`config.mk`:
```
export PLATFORM = sky130hd
export DESIGN_NAME = seq_function_unit
export DESIGN_NICKNAME = d
export VERILOG_FILES = /design/src/rtl/seq_function_unit.sv
export SDC_FILE = /design/constraint.sdc
export NUM_CORES = 1
export LEC_CHECK = 0
export ABC_AREA = 1
export ABC_CLOCK_PERIOD_IN_PS = 3200
export BUFFER_PORTS_ARGS = -buffer_cell sky130_fd_sc_hd__buf_2
export CAP_MARGIN = 20
export CORE_MARGIN = 5
export CORE_UTILIZATION = 50
export DETAILED_ROUTE_END_ITERATION = 8
export PLACE_DENSITY = 0.72
export REMOVE_ABC_BUFFERS = 1
export SYNTH_ARGS = -nofsm -noshare
export SYNTH_HDL_FRONTEND = slang
export SYNTH_SLANG_ARGS = --single-unit
```
`constraint.sdc`:
```
create_clock -name clk -period 3.2 [get_ports clk]
set_clock_uncertainty 0.15 [all_clocks]
set_input_delay 0.96 -clock clk [delete_from_list [all_inputs] [get_ports clk]]
set_output_delay 0.96 -clock clk [all_outputs]
set_load 0.01 [all_outputs]
```
`src/rtl/seq_function_unit.sv`:
```
// Multi-cycle function unit: single-cycle ALU opcodes, bit-serial shifts and
// a radix-2 shift-add unsigned multiply behind a start/busy/done handshake.
//
// state | meaning
// IDLE  | waiting for start; single-cycle ops complete here
// SHIFT | moving B one bit per cycle, cnt bits left
// MUL   | shift-add multiply, cnt iterations left
module seq_function_unit #(
    parameter int WIDTH = 8,
    parameter int SAW   = $clog2(WIDTH + 1)
) (
    input  logic             clk,
    input  logic             rst,
    input  logic             start,
    input  logic [3:0]       FS,
    input  logic [WIDTH-1:0] A,
    input  logic [WIDTH-1:0] B,
    input  logic [SAW-1:0]   SH_AMT,
    output logic             busy,
    output logic             done,
    output logic [WIDTH-1:0] F,
    output logic [WIDTH-1:0] F_HI,
    output logic             V,
    output logic             C,
    output logic             N,
    output logic             Z
);

    typedef enum logic [1:0] {IDLE, SHIFT, MUL} state_t;

    localparam logic [SAW-1:0] W_CNT = SAW'(WIDTH);

    state_t state, state_nx;

    logic [SAW-1:0]   cnt;
    logic             dir_left;
    logic [WIDTH-1:0] sr, mcand, hi, lo;

    logic [WIDTH-1:0] y, imm_f, sh_nx, hi_nx, lo_nx;
    logic [WIDTH:0]   sum, psum;
    logic             cin, imm_c, imm_v, imm_n, sh_c;
    logic [SAW-1:0]   sh_amt_c;
    logic             is_shift, is_mul, last;

    assign sh_amt_c = (SH_AMT > W_CNT) ? W_CNT : SH_AMT;
    assign is_shift = (FS == 4'b1101) || (FS == 4'b1110);
    assign is_mul   = (FS == 4'b1111);
    assign last     = (cnt == SAW'(1));
    assign busy     = (state != IDLE);

    // Arithmetic opcodes: FS[2:1] picks Y (0, B, ~B, all ones), FS[0] is carry-in.
    always_comb begin
        y     = '0;
        cin   = FS[0];
        imm_f = '0;
        imm_c = 1'b0;
        imm_v = 1'b0;
        case (FS[2:1])
            2'b00:   y = '0;
            2'b01:   y = B;
            2'b10:   y = ~B;
            default: y = '1;
        endcase
        sum = {1'b0, A} + {1'b0, y} + {{WIDTH{1'b0}}, cin};
        if (!FS[3]) begin
            imm_f = sum[WIDTH-1:0];
            imm_c = sum[WIDTH];
            imm_v = (A[WIDTH-1] == y[WIDTH-1]) && (imm_f[WIDTH-1] != A[WIDTH-1]);
        end else begin
            case (FS[2:0])
                3'b000:  imm_f = A & B;
                3'b001:  imm_f = A | B;
                3'b010:  imm_f = A ^ B;
                3'b011:  imm_f = ~A;
                default: imm_f = B;
            endcase
        end
    end

    assign imm_n = imm_f[WIDTH-1] ^ imm_v;

    always_comb begin
        sh_nx = dir_left ? {sr[WIDTH-2:0], 1'b0} : {1'b0, sr[WIDTH-1:1]};
        sh_c  = dir_left ? sr[WIDTH-1] : sr[0];
        psum  = {1'b0, hi} + (lo[0] ? {1'b0, mcand} : {(WIDTH+1){1'b0}});
        hi_nx = psum[WIDTH:1];
        lo_nx = {psum[0], lo[WIDTH-1:1]};
    end

    always_ff @(posedge clk) begin
        if (rst) state <= IDLE;
        else     state <= state_nx;
    end

    always_comb begin
        state_nx = state;
        case (state)
            IDLE: begin
                if (start) begin
                    if (is_mul)                              state_nx = MUL;
                    else if (is_shift && (sh_amt_c != '0))   state_nx = SHIFT;
                end
            end
            SHIFT, MUL: if (last) state_nx = IDLE;
            default:    state_nx = IDLE;
        endcase
    end

    always_ff @(posedge clk) begin
        if (rst) begin
            cnt      <= '0;
            dir_left <= 1'b0;
            sr       <= '0;
            mcand    <= '0;
            hi       <= '0;
            lo       <= '0;
            done     <= 1'b0;
            F        <= '0;
            F_HI     <= '0;
            {V, C, N, Z} <= 4'b0000;
        end else begin
            done <= 1'b0;
            case (state)
                IDLE: begin
                    if (start) begin
                        if (is_mul) begin
                            mcand <= A;
                            hi    <= '0;
                            lo    <= B;
                            cnt   <= W_CNT;
                        end else if (is_shift && (sh_amt_c != '0)) begin
                            sr       <= B;
                            dir_left <= FS[1];
                            cnt      <= sh_amt_c;
                        end else begin
                            F    <= imm_f;
                            F_HI <= '0;
                            V    <= imm_v;
                            C    <= imm_c;
                            N    <= imm_n;
                            Z    <= (imm_f == '0);
                            done <= 1'b1;
                        end
                    end
                end
                SHIFT: begin
                    sr  <= sh_nx;
                    cnt <= cnt - SAW'(1);
                    if (last) begin
                        F    <= sh_nx;
                        F_HI <= '0;
                        V    <= 1'b0;
                        C    <= sh_c;
                        N    <= sh_nx[WIDTH-1];
                        Z    <= (sh_nx == '0);
                        done <= 1'b1;
                    end
                end
                MUL: begin
                    hi  <= hi_nx;
                    lo  <= lo_nx;
                    cnt <= cnt - SAW'(1);
                    if (last) begin
                        F    <= lo_nx;
                        F_HI <= hi_nx;
                        V    <= 1'b0;
                        C    <= (hi_nx != '0);
                        N    <= lo_nx[WIDTH-1];
                        Z    <= ({hi_nx, lo_nx} == '0);
                        done <= 1'b1;
                    end
                end
                default: ;
            endcase
        end
    end

endmodule

```
==> results of run 1 <==
-- flip-flops by register name (all words and copies together), names as in the netlist --
name and flops:
hi 8, V 1, F 8, C 1
N 1, cnt 4, dir_left 1, sr 8
lo 8, F_HI 8, Z 1, state 2
done 1, mcand 8
-- metrics by stage --
step                      instances  hold slack [ns]
after CTS                       868            0.316
after floorplan                 675            0.283
after global routing            868            0.332
after detailed placement        854            0.306
after global placement          854            0.303
final                           868            0.312
-- critical path, delay by kind of cell --
family / cells / cell delay, ns
buffers and inverters: 4 / 0.30
adder cells (fa/ha/maj): 2 / 0.79
AO/OA/AOI/OAI: 1 / 0.06
AND/OR/NAND/NOR: 12 / 0.96
-- synthesized netlist by cell type, types with 2 or more instances --
| cell type | number | area (um2) |
|---|---|---|
| sky130_fd_sc_hd__buf_4 | 5 | 37.5 |
| sky130_fd_sc_hd__o21ai_0 | 70 | 350 |
| sky130_fd_sc_hd__clkbuf_1 | 18 | 67.6 |
| sky130_fd_sc_hd__fa_1 | 3 | 60.1 |
| sky130_fd_sc_hd__nand2_4 | 2 | 22.5 |
| sky130_fd_sc_hd__nand2_1 | 169 | 634 |
| sky130_fd_sc_hd__o211ai_1 | 8 | 60.1 |
| sky130_fd_sc_hd__nor2_1 | 61 | 229 |
| sky130_fd_sc_hd__buf_6 | 2 | 22.5 |
| sky130_fd_sc_hd__nand4_1 | 8 | 50.1 |
| sky130_fd_sc_hd__nand3b_1 | 8 | 60.1 |
| sky130_fd_sc_hd__o21ai_1 | 3 | 15.0 |
| sky130_fd_sc_hd__nor3_2 | 3 | 30.0 |
| sky130_fd_sc_hd__inv_1 | 90 | 338 |
| sky130_fd_sc_hd__nand3_1 | 40 | 200 |
| sky130_fd_sc_hd__nor2_4 | 2 | 22.5 |
| sky130_fd_sc_hd__dfxtp_1 | 60 | 1200 |
| sky130_fd_sc_hd__a21oi_1 | 69 | 345 |
| sky130_fd_sc_hd__ha_1 | 37 | 463 |
| sky130_fd_sc_hd__a211oi_1 | 2 | 15.0 |
| sky130_fd_sc_hd__or2_2 | 2 | 12.5 |
| sky130_fd_sc_hd__o21ai_2 | 4 | 35.0 |
| sky130_fd_sc_hd__a31oi_1 | 10 | 62.6 |
| sky130_fd_sc_hd__xnor2_1 | 2 | 17.5 |
| sky130_fd_sc_hd__inv_2 | 3 | 11.3 |
| sky130_fd_sc_hd__clkinv_1 | 2 | 7.51 |
| sky130_fd_sc_hd__o22ai_1 | 3 | 18.8 |
| sky130_fd_sc_hd__buf_2 | 5 | 25.0 |
| sky130_fd_sc_hd__nor3_1 | 5 | 25.0 |
-- per-layer routing --
metal / up-vias / routed length, um / GRT usage / share of wire
met5: - / 0 / 0 / 0
met4: 0 / 294 / 0.0849 / 0.023
met3: 22 / 639 / 0.0506 / 0.050
met2: 144 / 6080 / 0.399 / 0.48
met1: 2169 / 5720 / 0.296 / 0.45
li1: 2426 / - / - / -
-- cells in the final DEF (no fill, tap or decap), types with 10 or more instances in the layout --
| cell type | instances |
|---|---|
| sky130_fd_sc_hd__a21oi_1 | 69 |
| sky130_fd_sc_hd__a31oi_1 | 10 |
| sky130_fd_sc_hd__buf_2 | 48 |
| sky130_fd_sc_hd__buf_4 | 21 |
| sky130_fd_sc_hd__clkbuf_8 | 10 |
| sky130_fd_sc_hd__dfxtp_1 | 60 |
| sky130_fd_sc_hd__ha_1 | 37 |
| sky130_fd_sc_hd__inv_1 | 90 |
| sky130_fd_sc_hd__nand2_1 | 169 |
| sky130_fd_sc_hd__nand3_1 | 40 |
| sky130_fd_sc_hd__nor2_1 | 61 |
| sky130_fd_sc_hd__o21ai_0 | 70 |
-- cell type report --
cell class              count  area [um2]
fillers                   861        3640
multi-input cells         519        2800
flip-flops and latches     60        1200
repair buffers             71         438
inverters                  96         363
clock buffers              10         138
well taps                 108         135
clock inverters             4        51.3
-- how the worst min path moves through the flow --
stage	slack, ns	cells past startpoint	start	to
after floorplan	0.28	2	mcand[7]	mcand[7]
after global placement	0.30	2	mcand[0]	mcand[0]
after detailed placement	0.31	2	mcand[0]	mcand[0]
after CTS	0.32	2	mcand[2]	mcand[2]
after global routing	0.33	2	mcand[2]	mcand[2]
final	0.31	2	mcand[2]	mcand[2]
-- cells by family after synthesis --
kind of cell,after synthesis
adder cells (fa/ha/maj),40
flip-flops,60
XOR/XNOR,3
AND/OR/NAND/NOR,303
multiplexers,1
AO/OA/AOI/OAI,172
buffers and inverters,126
-- power groups by stage --
stage	registers [mW]	clock network, mW	logic (mW)
2_1_floorplan	1.07	0	1.06
3_3_place_gp	1.05	0	1.62
3_5_place_dp	1.05	0	1.66
4_1_cts	1.04	0.691	1.67
5_1_grt	1.06	0.723	1.89
6_report	1.04	0.668	1.68
==> summary.md, run 1 <==
| Metric | Value |
|---|---|
| FF-to-FF path depth | `15` |
| All-Layer GR Usage | `0.236` |
| Leakage power | `2.57 nW` |
| Master of the slowest instance on the critical path | `sky130_fd_sc_hd__fa_1` |
| Final cell utilization of the core | `0.585` |
| CTS root buf | `sky130_fd_sc_hd__clkbuf_8` |
| Number of enable-type register cells in the synthesized netlist | `0` |
| Simple-Gate Fraction of Synth Area | `0.290` |
| Achievable Freq | `0.340 GHz` |
| Int Power | `1.89 mW` |
| Total Die Area | `11000 um2` |
| Total power draw | `3.39 mW` |
| Hold-fix buffer count after cts | `0` |
| Number of diodes | `0` |
| Total length of routed wires | `12.7 mm` |
| Number of gates given a new drive strength after cts | `0` |
| Synth Cell Area | `4520 um2` |
| Multiplexer share of the synthesized area | `0.00222` |
| Post-CTS clock slew at the launch and capture registers of the worst setup and hold paths | `0.07 ns` |
| Via count of the first global-routing pass | `4644` |
| Boundary pin count | `49` |
| Via count | `4761` |
| Worst-case setup margin in the final layout | `0.260 ns` |
| Worst skew pair latency | `0.34 ns` |
| Power share of the sequential group | `0.307` |
| Power per unit of standard cell area | `662 nW/um2` |
| Worst ir drop on vdd | `0.478 mV` |
| Minimum setup slack among reg-to-reg paths | `0.40 ns` |
| Post-layout net count | `824` |
| Share of the synthesized netlist area taken by xor and xnor gates | `0.00582` |
| Actual transition at the worst max-transition pin | `0.523 ns` |
| Clock share of power | `0.197` |
| Setup total negative slack | `0 ns` |
| Vias per cell | `5.49` |
| Placer Congestion | `0.919` |
| First-pass GRT wire length | `21.5 mm` |
| Row count | `34` |
| Antenna violations before repair | `0` |
| Net switching share of the total power | `0.441` |
| Growth of design area from synthesis to finish | `13.5%` |
| Data arrival, critical path | `3.07 ns` |
| Num Clock Sinks | `60` |
| Classification of the worst-slack hold path | `flip-flop to flip-flop` |
| Yosys reg bits | `60` |
| Mean area per synthesized cell | `6.41 um2` |
| RR Startpoint | `lo[0]` |
| Final hold viol count | `0` |
| Initial Utilization | `0.515` |
| Final period demand of the worst path | `2.94 ns` |
| Horizontal extent of the die | `105 um` |
| Kind of end point of the critical path | `flip-flop` |
| Number of optimization iterations in the first detailed-route pass | `5` |
| Yosys warning count | `0` |
| # setup viols final | `0` |
| Worst setup path class | `primary input to flip-flop` |
| Timing startpoint of the critical path | `FS[2]` |
| CTS H-tree lvls | `3` |
| Cell area after placement | `4940 um2` |
| Number of unique standard cell types used by synthesis | `38` |
| Total congestion overflow | `0` |
| Data required time of the critical path | `3.33 ns` |
| Drt drc | `0` |
| Net Switching | `1.50 mW` |
| Number of input and output port buffers inserted | `48` |
| Final standard cell area without fillers | `5120 um2` |
| Adder and majority cell fraction of the synthesized area | `0.116` |
| Combinational share of power | `0.496` |
| End of the worst register-to-register path | `C` |
| Worst setup SP type | `primary input` |
| Share of synthesized flip-flops with an asynchronous set or reset | `0` |
| Highest net fanout along the worst path | `3` |
| Complex-gate fraction of the synthesized area | `0.206` |
| Largest net degree at the start of global routing | `32` |
| End point of the critical path | `Z` |
| MaxCap Viol Count | `0` |
| CTS Buf Count | `9` |
| DP Worst Slack | `-0.0377 ns` |
| Largest family of logic cells by synthesized area | `simple AND/OR/NAND/NOR gates` |
| Part of the cycle the worst path needs | `0.919` |
| Slew headroom | `0.649` |
| Detailed-route wire length per cell | `14.7 um` |
| Ratio of cells with drive above 1 in the final layout | `0.139` |
| Critical-path cell list | `buf_2 > inv_1 > nor2_1 > a21oi_1 > fa_1 > fa_1 > inv_1 > nand3_1 > nand2_1 > nand2_1 > nand2_1 > nor2_1 > nor2_1 > nand3_1 > nor2_1 > nand3_1 > nand3_2 > nand2_1 > inv_1` |
| Antenna violation net count after detailed routing | `0` |
| Unrepaired setup endpoints after global routing | `no` |
| Delay of the slowest cell on the worst path | `0.41 ns` |
| Number of DRC markers in iteration 0 | `303` |
| Cells after Synth | `705` |
| Placed wire-length estimate after detailed placement | `9.92 mm` |
| Core area | `8760 um2` |
| Flip-flop cell with the highest count after synthesis | `sky130_fd_sc_hd__dfxtp_1` |
| Setup fix buffers added after clock tree synthesis | `0` |
| Share of synthesized area occupied by flip-flops and latches | `0.266` |
| TritonCTS clock tree | `built` |
| Die Height | `105 um` |
| Max-slew violations | `0` |
| Outcome | `complete, no violations` |
| Worst-case clock buffer depth | `2` |
No activity file was read; power rests on OpenSTA's default activity.
==> run 2: changes to the inputs <==
--- a/config.mk
+++ b/config.mk
@@ -9,6 +9,7 @@
 export ABC_CLOCK_PERIOD_IN_PS = 3200
 export BUFFER_PORTS_ARGS = -buffer_cell sky130_fd_sc_hd__buf_2
 export CAP_MARGIN = 20
+export CORE_ASPECT_RATIO = 1.25
 export CORE_MARGIN = 5
 export CORE_UTILIZATION = 50
 export DETAILED_ROUTE_END_ITERATION = 8
==> summary.md, run 2 (synthesis gave the netlist of run 1 again) <==
| Metric | Value |
|---|---|
| Outcome | `complete, no violations` |
| Placed wire-length estimate after detailed placement | `10.4 mm` |
| RR Startpoint | `lo[0]` |
| Worst ir drop on vdd | `0.541 mV` |
| Worst setup SP type | `primary input` |
| Int Power | `1.89 mW` |
| Final hold viol count | `0` |
| # setup viols final | `0` |
| Met1 routed wirelength after detailed routing | `5.10 mm` |
| Unrepaired setup endpoints after global routing | `no` |
| End of the worst register-to-register path | `C` |
| Worst skew pair latency | `0.34 ns` |
| Commonest cells after routing, fill and taps aside | `sky130_fd_sc_hd__nand2_1 (169), sky130_fd_sc_hd__inv_1 (90), sky130_fd_sc_hd__a21oi_1 (69), sky130_fd_sc_hd__o21ai_0 (69), sky130_fd_sc_hd__nor2_1 (61)` |
| Top Layer Used | `met4` |
| Minimum setup slack among reg-to-reg paths | `0.44 ns` |
| Growth of design area from synthesis to finish | `15.0%` |
| CTS H-tree lvls | `3` |
| Total Die Area | `11000 um2` |
| Post-layout net count | `833` |
| Slew headroom | `0.590` |
| Power per unit of standard cell area | `659 nW/um2` |
| Number of DRC markers in iteration 0 | `330` |
| Net switching share of the total power | `0.447` |
| Number of optimization iterations in the first detailed-route pass | `5` |
| Data arrival, critical path | `3.04 ns` |
| All-Layer GR Usage | `0.250` |
| Routed wire length on met2 | `6.73 mm` |
| Classification of the worst-slack hold path | `flip-flop to flip-flop` |
| TritonCTS clock tree | `built` |
| Total length of routed met3 wires | `668 um` |
| Antenna violation net count after detailed routing | `0` |
| Kind of end point of the critical path | `flip-flop` |
| Worst-case clock buffer depth | `2` |
| Detailed-route wire length per cell | `14.7 um` |
| CTS root buf | `sky130_fd_sc_hd__clkbuf_8` |
| Cell area after placement | `4990 um2` |
| Highest net fanout along the worst path | `3` |
| FF-to-FF path depth | `15` |
| Ratio of cells with drive above 1 in the final layout | `0.152` |
| Worst setup path class | `primary input to flip-flop` |
| Data required time of the critical path | `3.34 ns` |
| Part of the cycle the worst path needs | `0.906` |
| Via count | `4858` |
| Clock share of power | `0.202` |
| Final Hold Slack | `0.312 ns` |
| Antenna violations before repair | `0` |
| Horizontal extent of the die | `95 um` |
| Vias per cell | `5.45` |
| Final standard cell area without fillers | `5190 um2` |
| Largest net degree at the start of global routing | `49` |
| Boundary pin count | `49` |
| First-pass GRT wire length | `21.7 mm` |
| Total length of routed wires | `13.1 mm` |
| Final cell utilization of the core | `0.594` |
| Placer Congestion | `0.940` |
| Power share of the sequential group | `0.306` |
| Combinational share of power | `0.491` |
| Total power draw | `3.42 mW` |
| Num Clock Sinks | `60` |
| Core area | `8750 um2` |
| Die Height | `116 um` |
| Min-Delay Path Depth | `2` |
| Max-slew violations | `0` |
| Leakage power | `2.61 nW` |
| Drt drc | `0` |
| Row count | `38` |
| Actual transition at the worst max-transition pin | `0.614 ns` |
| Achievable Freq | `0.345 GHz` |
| Fill cell count | `896` |
| Final period demand of the worst path | `2.90 ns` |
| Initial Utilization | `0.516` |
| Net Switching | `1.53 mW` |
| Leading cell type in the layout, fill and taps excluded | `sky130_fd_sc_hd__nand2_1` |
| Number of input and output port buffers inserted | `48` |
| Total congestion overflow | `0` |
| Via count of the first global-routing pass | `4731` |
| MaxCap Viol Count | `0` |
| CTS Buf Count | `9` |
| Hold endpoint | `mcand[1]` |
| Launch instance of the worst min-delay path | `mcand[1]` |
| Number of diodes | `0` |
| Setup fix buffers added after clock tree synthesis | `0` |
| Post-CTS clock slew at the launch and capture registers of the worst setup and hold paths | `0.08 ns` |
[run 2: changes by cell type in the layout (fill, tap and decap cells not counted), sizes merged]
cell      previous run  this run
buf                 71        80
clkbuf              10         9
clkinvlp             1         0
clkinv               4         7
inv                 94        95
[run 2: how the worst max path moves through the flow]
stage | startpoint | end | slack (ns) | depth (start not counted)
2_1_floorplan | FS[2] | Z | 0.04 | 18
3_3_place_gp | FS[2] | Z | 0.02 | 19
3_5_place_dp | FS[2] | Z | -0.02 | 19
4_1_cts | FS[2] | Z | 0.32 | 19
5_1_grt | lo[0] | C | 0.13 | 15
6_report | FS[2] | Z | 0.30 | 19
[run 2: layout make-up]
cell class / count / area (um2) / share of cell area
Multi-Input combinational cell: 519 / 2800 / 0.539
Sequential cell: 60 / 1200 / 0.231
Timing Repair Buffer: 80 / 480 / 0.0925
Inverter: 96 / 363 / 0.0699
Tap cell: 120 / 150 / 0.0289
Clock buffer: 9 / 124 / 0.0239
Clock inverter: 7 / 75.1 / 0.0145
[run 2: per-stage QoR]
step | setup TNS, ns | setup WS [ns] | std cells
after global placement | 0 | 0.0176 | 875
after CTS | 0 | 0.322 | 891
after detailed placement | -0.0240 | -0.0240 | 875
final | 0 | 0.301 | 891
after global routing | 0 | 0.130 | 891
after floorplan | 0 | 0.0429 | 675
[run 2: per-layer routing]
layer,GRT usage,vias to the layer above
li1,-,2424
met1,0.271,2209
met4,0.137,0
met5,0,-
met3,0.0316,43
met2,0.464,182
[run 2: worst max-delay path: stages]
cell and delay (ns):
sky130_fd_sc_hd__buf_2 0.09, sky130_fd_sc_hd__inv_1 0.06, sky130_fd_sc_hd__nor2_1 0.09, sky130_fd_sc_hd__a21oi_1 0.06, sky130_fd_sc_hd__fa_1 0.40, sky130_fd_sc_hd__fa_1 0.37
sky130_fd_sc_hd__inv_1 0.11, sky130_fd_sc_hd__nand3_1 0.07, sky130_fd_sc_hd__nand2_1 0.08, sky130_fd_sc_hd__nand2_1 0.05, sky130_fd_sc_hd__nand2_1 0.05, sky130_fd_sc_hd__nor2_1 0.04
sky130_fd_sc_hd__nor2_1 0.15, sky130_fd_sc_hd__nand3_1 0.09, sky130_fd_sc_hd__nor2_1 0.12, sky130_fd_sc_hd__nand3_1 0.09, sky130_fd_sc_hd__nand3_2 0.08, sky130_fd_sc_hd__nand2_1 0.04
sky130_fd_sc_hd__inv_1 0.04
[run 2: power groups by stage]
stage | Sequential, mW | Clock (mW) | Combinational (mW)
floorplan | 1.07 | 0 | 1.06
global placement | 1.06 | 0 | 1.62
detailed placement | 1.06 | 0 | 1.66
CTS | 1.05 | 0.705 | 1.67
global route | 1.07 | 0.749 | 1.89
finish | 1.05 | 0.693 | 1.68
[run 2: repair_timing]
action                     in CTS  in global routing
resized for setup               0                  1
hold buffers                    0                  0
setup endpoints to repair       0                  1
==> run 3: changes to the inputs <==
--- a/config.mk
+++ b/config.mk
@@ -11,9 +11,8 @@
 export CAP_MARGIN = 20
 export CORE_ASPECT_RATIO = 1.25
 export CORE_MARGIN = 5
-export CORE_UTILIZATION = 50
+export CORE_UTILIZATION = 35
 export DETAILED_ROUTE_END_ITERATION = 8
-export PLACE_DENSITY = 0.72
 export REMOVE_ABC_BUFFERS = 1
 export SYNTH_ARGS = -nofsm -noshare
 export SYNTH_HDL_FRONTEND = slang
==> summary.md, run 3 (synthesis gave the netlist of run 1 again) <==
| Metric | Value |
|---|---|
| Outcome | `complete, no violations` |
| Area of combinational cells with multiple inputs | `2810 um2` |
| Max-slew violations | `0` |
| Post-layout net count | `840` |
| Post-CTS clock slew at the launch and capture registers of the worst setup and hold paths | `0.05 ns` |
| Launch instance of the worst min-delay path | `mcand[5]` |
| Detailed-route wire length per cell | `14.4 um` |
| Number of optimization iterations in the first detailed-route pass | `4` |
| GR met3 Demand/Resource | `0.0332` |
| Growth of design area from synthesis to finish | `20.6%` |
| Drt drc | `0` |
| Slew headroom | `0.628` |
| Worst-case clock buffer depth | `2` |
| First-pass GRT wire length | `22.9 mm` |
| Total Die Area | `15300 um2` |
| Worst ir drop on vdd | `0.707 mV` |
| Hold-fix buffer count after cts | `0` |
| Net switching share of the total power | `0.405` |
| TritonCTS clock tree | `built` |
| Horizontal extent of the die | `112 um` |
| Data required time of the critical path | `3.32 ns` |
| Core area | `12700 um2` |
| Ratio of cells with drive above 1 in the final layout | `0.161` |
| Data arrival, critical path | `3.02 ns` |
| Part of the cycle the worst path needs | `0.907` |
| Total congestion overflow | `0` |
| MaxCap Viol Count | `0` |
| Placed wire-length estimate after detailed placement | `10.9 mm` |
| Net Switching | `1.55 mW` |
| Antenna violations before repair | `0` |
| Achievable Freq | `0.345 GHz` |
| Worst setup path class | `primary input to flip-flop` |
| Kind of end point of the critical path | `flip-flop` |
| Total power draw | `3.82 mW` |
| Classification of the worst-slack hold path | `flip-flop to flip-flop` |
| End of the worst register-to-register path | `Z` |
| Number of DRC markers in iteration 0 | `319` |
| Placer Congestion | `0.945` |
| CTS root buf | `sky130_fd_sc_hd__clkbuf_16` |
| Unrepaired setup endpoints after global routing | `no` |
| Highest-utilization routing layer at the global route stage | `met2` |
| DP Worst Slack | `-0.0134 ns` |
| Via count | `4687` |
| Final period demand of the worst path | `2.90 ns` |
| Worst setup SP type | `primary input` |
| Leading cell type in the layout, fill and taps excluded | `sky130_fd_sc_hd__nand2_1` |
| RR Startpoint | `lo[0]` |
| CTS Buf Count | `9` |
| Largest net degree at the start of global routing | `29` |
| Highest net fanout along the worst path | `3` |
| Boundary pin count | `49` |
| Worst-case setup margin in the final layout | `0.299 ns` |
| Min-Delay Path Depth | `2` |
| Final hold viol count | `0` |
| Hold endpoint | `mcand[5]` |
| Actual transition at the worst max-transition pin | `0.558 ns` |
| Power share of the sequential group | `0.274` |
| Cell area after placement | `5120 um2` |
| Grt met2 use | `0.341` |
| Power per unit of standard cell area | `702 nW/um2` |
| Leakage power | `2.70 nW` |
| Final standard cell area without fillers | `5450 um2` |
| Fill cell count | `1378` |
| All-Layer GR Usage | `0.186` |
| Number of diodes | `0` |
| FF-to-FF path depth | `16` |
| Initial Utilization | `0.357` |
| Minimum setup slack among reg-to-reg paths | `0.36 ns` |
| Met1 track demand over resource in global routing | `0.215` |
| Worst skew pair latency | `0.33 ns` |
| Via count of the first global-routing pass | `4692` |
| Total length of routed wires | `13.6 mm` |
| Num Clock Sinks | `60` |
| CTS H-tree lvls | `3` |
| Setup total negative slack | `0 ns` |
| Antenna violation net count after detailed routing | `0` |
| Die Height | `137 um` |
| Combinational share of power | `0.455` |
| # setup viols final | `0` |
| Clock share of power | `0.271` |
| Int Power | `2.28 mW` |
| Sequential Area | `1200 um2` |
| Commonest cells after routing, fill and taps aside | `sky130_fd_sc_hd__nand2_1 (169), sky130_fd_sc_hd__inv_1 (90), sky130_fd_sc_hd__o21ai_0 (70)` |
| Number of input and output port buffers inserted | `48` |
| Row count | `46` |
| Vias per cell | `4.95` |
| Final Hold Slack | `0.311 ns` |
==> run 3: through the flow <==
step	utilization	instances
finish	0.430	946
global route	0.430	946
CTS	0.429	946
detailed placement	0.404	930
global placement	0.404	930
floorplan	-	675
==> run 3: layout make-up <==
class,count,area share
multi-input combinational,519,0.516
sequential,60,0.221
timing repair buffer,87,0.100
inverter,96,0.0666
clock buffer,11,0.0446
tap,168,0.0386
clock inverter,5,0.0138
==> run 3: worst max-delay path by stage <==
stage                     slack (ns)  startpoint  to  cells after the start
after floorplan                 0.04       FS[2]   Z                     18
after global placement          0.03       FS[2]   Z                     19
after detailed placement       -0.01       FS[2]   Z                     19
after CTS                       0.32       FS[2]   Z                     19
after global routing            0.05       FS[2]   Z                     20
final                           0.30       FS[2]   Z                     19
==> run 3: worst max-delay path, cell delays in order <==
cell and delay (ns):
sky130_fd_sc_hd__buf_2 0.09, sky130_fd_sc_hd__inv_1 0.07, sky130_fd_sc_hd__nor2_1 0.08, sky130_fd_sc_hd__a21oi_1 0.06, sky130_fd_sc_hd__fa_1 0.41, sky130_fd_sc_hd__fa_1 0.37, sky130_fd_sc_hd__inv_1 0.10, sky130_fd_sc_hd__nand3_1 0.08
sky130_fd_sc_hd__nand2_1 0.09, sky130_fd_sc_hd__nand2_1 0.05, sky130_fd_sc_hd__nand2_1 0.05, sky130_fd_sc_hd__nor2_1 0.04, sky130_fd_sc_hd__nor2_1 0.13, sky130_fd_sc_hd__nand3_1 0.08, sky130_fd_sc_hd__nor2_1 0.12, sky130_fd_sc_hd__nand3_1 0.09
sky130_fd_sc_hd__nand3_2 0.07, sky130_fd_sc_hd__nand2_1 0.04, sky130_fd_sc_hd__inv_1 0.04
==> run 3: power groups by stage <==
stage                     clock network (mW)  registers, mW  logic (mW)
after CTS                               1.05           1.05        1.75
after detailed placement                   0           1.06        1.74
after floorplan                            0           1.07        1.06
after global placement                     0           1.06        1.73
after global routing                    1.09           1.07        1.98
final                                   1.04           1.05        1.74
==> run 3: per-layer routing <==
| metal | wire length (um) | part of all wire | up-vias |
|---|---|---|---|
| met5 | 0 | 0 | - |
| met4 | 422 | 0.031 | 0 |
| met3 | 491 | 0.036 | 25 |
| met2 | 6880 | 0.50 | 89 |
| met1 | 5850 | 0.43 | 2128 |
| li1 | - | - | 2445 |
==> run 3: timing repair <==
action | 4_1_cts | 5_1_grt
setup endpoints to repair | 0 | 2
buffers inserted | 0 | 0
gates resized for setup | 0 | 2
